File: src/rtl/sram_pkg.sv
// Shared constants for the external asynchronous-SRAM bus controller.
package sram_pkg;
  localparam logic [1:0] IDLE   = 2'd0;
  localparam logic [1:0] SETUP  = 2'd1;
  localparam logic [1:0] ACCESS = 2'd2;
  localparam logic [1:0] DONE   = 2'd3;

  localparam int WAIT_W = 4;
endpackage

File: src/rtl/sram_bus_ctrl.sv
// Cycle-sequenced async-SRAM controller: CPU cs/we/ack handshake in, SRAM pins out.
// Every pin is a flop loaded from the next-state decode, so the pads never glitch.
module sram_bus_ctrl
  import sram_pkg::*;
#(
  parameter int CPU_AW  = 16,
  parameter int SRAM_AW = 18,
  parameter int DW      = 8,
  parameter int RD_WAIT = 1,
  parameter int WR_WAIT = 1
) (
  input  logic                  i_clk,
  input  logic                  i_reset_n,
  input  logic                  i_cs,
  input  logic                  i_we,
  input  logic [CPU_AW-1:0]     i_addr,
  input  logic [DW-1:0]         i_dat,
  output logic [DW-1:0]         o_dat,
  output logic                  o_ack,
  output logic                  o_busy,
  input  logic [SRAM_AW-CPU_AW-1:0] i_bank,
  output logic [SRAM_AW-1:0]    o_sram_addr,
  output logic [DW-1:0]         o_sram_dat,
  output logic                  o_sram_dat_oe,
  input  logic [DW-1:0]         i_sram_dat,
  output logic                  o_sram_cs_n,
  output logic                  o_sram_oe_n,
  output logic                  o_sram_we_n
);

  localparam int WAIT_MAX = (1 << WAIT_W) - 1;

  if (RD_WAIT < 0 || RD_WAIT > WAIT_MAX || WR_WAIT < 0 || WR_WAIT > WAIT_MAX) begin : g_bad_wait
    $error("sram_bus_ctrl: RD_WAIT/WR_WAIT must be within 0..%0d", WAIT_MAX);
  end
  if (SRAM_AW < CPU_AW) begin : g_bad_aw
    $error("sram_bus_ctrl: SRAM_AW must be >= CPU_AW");
  end

  logic [1:0]        state, nxt;
  logic [WAIT_W-1:0] wcnt;
  logic              we_r;
  logic              we_nx;

  always_comb begin
    nxt = state;
    case (state)
      IDLE:    if (i_cs) nxt = SETUP;
      SETUP:   nxt = ACCESS;
      ACCESS:  if (wcnt == '0) nxt = DONE;
      default: nxt = IDLE;
    endcase
    // direction of the cycle being entered; only IDLE can start a new one
    we_nx = (state == IDLE) ? i_we : we_r;
  end

  always_ff @(posedge i_clk or negedge i_reset_n) begin
    if (!i_reset_n) begin
      state         <= IDLE;
      wcnt          <= '0;
      we_r          <= 1'b0;
      o_dat         <= '0;
      o_ack         <= 1'b0;
      o_busy        <= 1'b0;
      o_sram_addr   <= '0;
      o_sram_dat    <= '0;
      o_sram_dat_oe <= 1'b0;
      o_sram_cs_n   <= 1'b1;
      o_sram_oe_n   <= 1'b1;
      o_sram_we_n   <= 1'b1;
    end else begin
      state <= nxt;
      case (state)
        IDLE: if (i_cs) begin
          o_sram_addr <= {i_bank, i_addr};
          o_sram_dat  <= i_dat;
          we_r        <= i_we;
          wcnt        <= i_we ? WAIT_W'(WR_WAIT) : WAIT_W'(RD_WAIT);
        end
        ACCESS: begin
          if (wcnt != '0)  wcnt  <= wcnt - 1'b1;
          else if (!we_r)  o_dat <= i_sram_dat;
        end
        default: ;
      endcase
      // oe_n and we_n/dat_oe key off opposite directions, so they are exclusive
      o_sram_cs_n   <= (nxt == IDLE);
      o_sram_oe_n   <= !((nxt == ACCESS) && !we_nx);
      o_sram_we_n   <= !((nxt == ACCESS) && we_nx);
      o_sram_dat_oe <= (nxt != IDLE) && we_nx;
      o_ack         <= (nxt == DONE);
      o_busy        <= (nxt != IDLE);
    end
  end

endmodule

File: config.mk
export PLATFORM = sky130hd
export DESIGN_NAME = sram_bus_ctrl
export DESIGN_NICKNAME = d
export VERILOG_FILES = /design/src/rtl/sram_pkg.sv /design/src/rtl/sram_bus_ctrl.sv
export SDC_FILE = /design/constraint.sdc
export NUM_CORES = 1
export LEC_CHECK = 0
export CAP_MARGIN = 15
export CORE_UTILIZATION = 25
export CTS_CLUSTER_SIZE = 40
export DETAILED_ROUTE_END_ITERATION = 16
export GPL_TIMING_DRIVEN = 0
export PLACE_DENSITY = 0.5
export SYNTH_ARGS = -nofsm -noshare
export SYNTH_HDL_FRONTEND = slang
export SYNTH_SLANG_ARGS = --single-unit
File: constraint.sdc
create_clock -name i_clk -period 2 [get_ports i_clk]
set_clock_uncertainty 0.15 [all_clocks]
set_input_delay 0.4 -clock i_clk [delete_from_list [all_inputs] [get_ports i_clk]]
set_output_delay 0.4 -clock i_clk [all_outputs]
set_load 0.01 [all_outputs]
==> summary.json <==
{
  "combinationalPowerShare_pct": 47.8,
  "finalHoldViolations": 0,
  "maximum_number_of_pins_on_one_net_before_global_route_repair": 26,
  "antenna_cells": 0,
  "netlist_area_um2": 1900,
  "instances_no_fill": 309,
  "final_area_um2": 2930,
  "critical_path.reg2reg.startpoint": "state[0]",
  "timing.hold.worst.start": "o_dat[3]",
  "cpMaxStageDelayCell": "dfstp_2",
  "boundaryPins": 78,
  "first_global_vias": 1286,
  "holdPathStages": 1,
  "final_core_utilization_pct": 40.1,
  "final_critical_path_setup_slack_ps": 107,
  "detail_route.drc_violations": 0,
  "worstHoldEndpoint": "o_dat[3]",
  "dp_worst_setup_slack_ps": 31.8,
  "layout.nets": 253,
  "ff2ff_setup_slack_ps": 160,
  "tritoncts": "yes",
  "post_drt_via_cell_ratio": 4.09,
  "worst_pin_slew_ps": 536,
  "crit_cells": 1,
  "post_synth_main_area_contributors": "dfrtp_1 58%, mux2_1 17%, mux2_2 4.7%",
  "netlist_top_cells_count": "44 x dfrtp_1, 28 x mux2_1, 8 x mux2_2, 5 x ha_1, 5 x inv_1",
  "switchingPower_uw": 1400,
  "rr_worst_depth": 6,
  "top_cell_type_by_total_area_after_synthesis": "dfrtp_1",
  "vias": 1265,
  "grt_setup_unrepaired": "false",
  "grtUsageTotal_pct": 10.3,
  "cts.path.max_buffers": 2,
  "clockPowerShare_pct": 14.9,
  "post-synth-top-area-fraction_pct": 57.9,
  "global_route_wire_length_before_repair_mm": 6.14,
  "max_clock_freq_ghz": 0.528,
  "crit_family": "flip-flops",
  "drt-total-wl_mm": 3.96,
  "min_path_type": "reg -> reg",
  "number_of_clock_sinks": 47,
  "fin_crit_sh_pct": 94.6,
  "dieWidth_um": 89.3,
  "routability_congestion_estimate_from_global_placement": 0.711,
  "critical_path.reg2reg.endpoint": "o_sram_we_n",
  "sequentialPowerShare_pct": 37.3,
  "rows": 31,
  "holdWs_ps": 340,
  "placed_area_um2": 2810,
  "first_iter_violations": 26,
  "synth_seq_area_share_pct": 62.0,
  "yosys_warnings": 0,
  "route.detailed.wl_per_inst_um": 12.8,
  "crit_arrival_ps": 1340,
  "antenna_found_initial": 0,
  "synth_fp_nets": 167,
  "ys_seq_elements": 47,
  "clk_latency_ps": 290,
  "io_buffer_count": 77,
  "route.antenna.remaining_nets": 0,
  "area_of_the_core_um2": 7290,
  "buffers_and_inverters_on_the_worst_path": 1,
  "die_area_um2": 7970,
  "final_layout_size_suffix_gt1_share_pct": 12.9,
  "htree_levels": 2,
  "status": "complete, no violations",
  "irDropWorstVdd_v": 0.000562,
  "clk_transition_reported_paths_ps": 80,
  "die-height_um": 89.3,
  "setup_viol": 0,
  "initial_core_util_pct": 26.1,
  "postcts_resize_cnt": 0,
  "period_needed_ps": 1890,
  "post-dp-hpwl_mm": 2.93,
  "cts.hold.buffers_added": 1,
  "yosys.cell_types.count": 28,
  "max_slew_margin_pct": 64.3,
  "worst_stage_delay_on_the_critical_path_ps": 530,
  "areaGrowthSynthToFinish_pct": 53.7,
  "synthesis.instances": 124,
  "worstPathCellList": "clkdlybuf4s50_1",
  "start_kind": "flip-flop",
  "root_buffer": "clkbuf_8",
  "drt_pass1_iterations": 4,
  "synth-edff-count": 0,
  "powerDensity_nw_per_um2": 1520,
  "drv_cap": 0,
  "cp_max_fo": 1,
  "cts_made_buffers": 5,
  "internal-power_uw": 3060,
  "fin_max_slew_vios": 0,
  "dominantRegCellSynth": "dfrtp_1",
  "asyncSetResetFlopFracSynth_pct": 100,
  "dpl.cell_count": 301,
  "worst_ep_required_time_ps": 1450,
  "timing.critical_path.to_type": "primary output",
  "yosys.cell_count.top_type": "dfrtp_1",
  "post_cts_buffers": 0,
  "synthesis.area_per_instance_um2": 15.3,
  "p_leak_uw": 0.00121,
  "switching_power_as_a_share_of_total_power_pct": 31.3,
  "grt_remaining_overflow": 0,
  "timing.setup.critical_path_class": "reg -> out"
}
power groups by stage:
stage	clock network, uW	logic [uW]	registers, uW
6_report	665	2130	1660
5_1_grt	743	2310	1730
4_1_cts	707	2170	1670
3_5_place_dp	0	2150	1690
3_3_place_gp	0	2150	1670
2_1_floorplan	0	873	1870
registers in the layout (all words and copies together), names as in the netlist, 2 cells and up:
name         count
wcnt             4
o_sram_dat       8
o_sram_addr     18
o_dat            8
state            2
cell usage in the layout (no fill, tap or decap), types with 2 or more instances in the layout:
cell type / synthesis / layout
mux2_2: 8 / 8
inv_1: 5 / 5
clkbuf_8: 0 / 5
nand3_1: 3 / 3
dfrtp_1: 44 / 44
mux2i_1: 2 / 2
nor2_1: 2 / 2
buf_6: 3 / 3
dfstp_2: 3 / 3
ha_1: 5 / 5
nor2b_1: 2 / 2
nand2_1: 3 / 3
mux2_1: 28 / 28
clkdlybuf4s50_1: 0 / 76
final cells by class:
type	count	area, um2
fill	731	4370
sequential	47	1180
timing repair buffer	79	796
multi-input combinational	68	667
tap	99	124
clock buffer	6	72.6
buffer	3	33.8
clock inverter	1	30.0
inverter	6	22.5
per-layer routing:
layer / track usage, % / vias up / part of all wire (%)
li1: - / 598 / -
met1: 12.8 / 612 / 45
met2: 16.9 / 53 / 45
met3: 3.42 / 2 / 9.4
met4: 3.90 / 0 / 0.66
met5: 0 / - / 0
through the flow:
step | total power [uW] | TNS [ps]
6_report | 4460 | 0
5_1_grt | 4780 | 0
4_1_cts | 4550 | 0
3_5_place_dp | 3840 | 0
3_3_place_gp | 3820 | -50370
2_1_floorplan | 2740 | 0
cell families (layout without fill, tap and decap cells):
group | Yosys count | count (layout) | share of synthesized area [%]
DFF | 47 | 47 | 62.0
muxes | 38 | 38 | 22.4
buffers and inverters | 9 | 95 | 2.96
and+or+nand+nor | 19 | 19 | 6.90
adders and majority gates | 5 | 5 | 3.29
AOI/OAI and AO/OA | 6 | 6 | 2.50
worst max path at each step:
stage               slack, ps             end   startpoint
global placement        -1110  o_sram_addr[1]    i_reset_n
floorplan                 330        o_dat[0]     state[0]
finish                    110     o_sram_we_n  o_sram_we_n
detailed placement         30     o_sram_we_n         i_cs
CTS                        90     o_sram_we_n  o_sram_we_n
global route               50     o_sram_we_n     state[0]
Power figures use the tool's default switching activity.
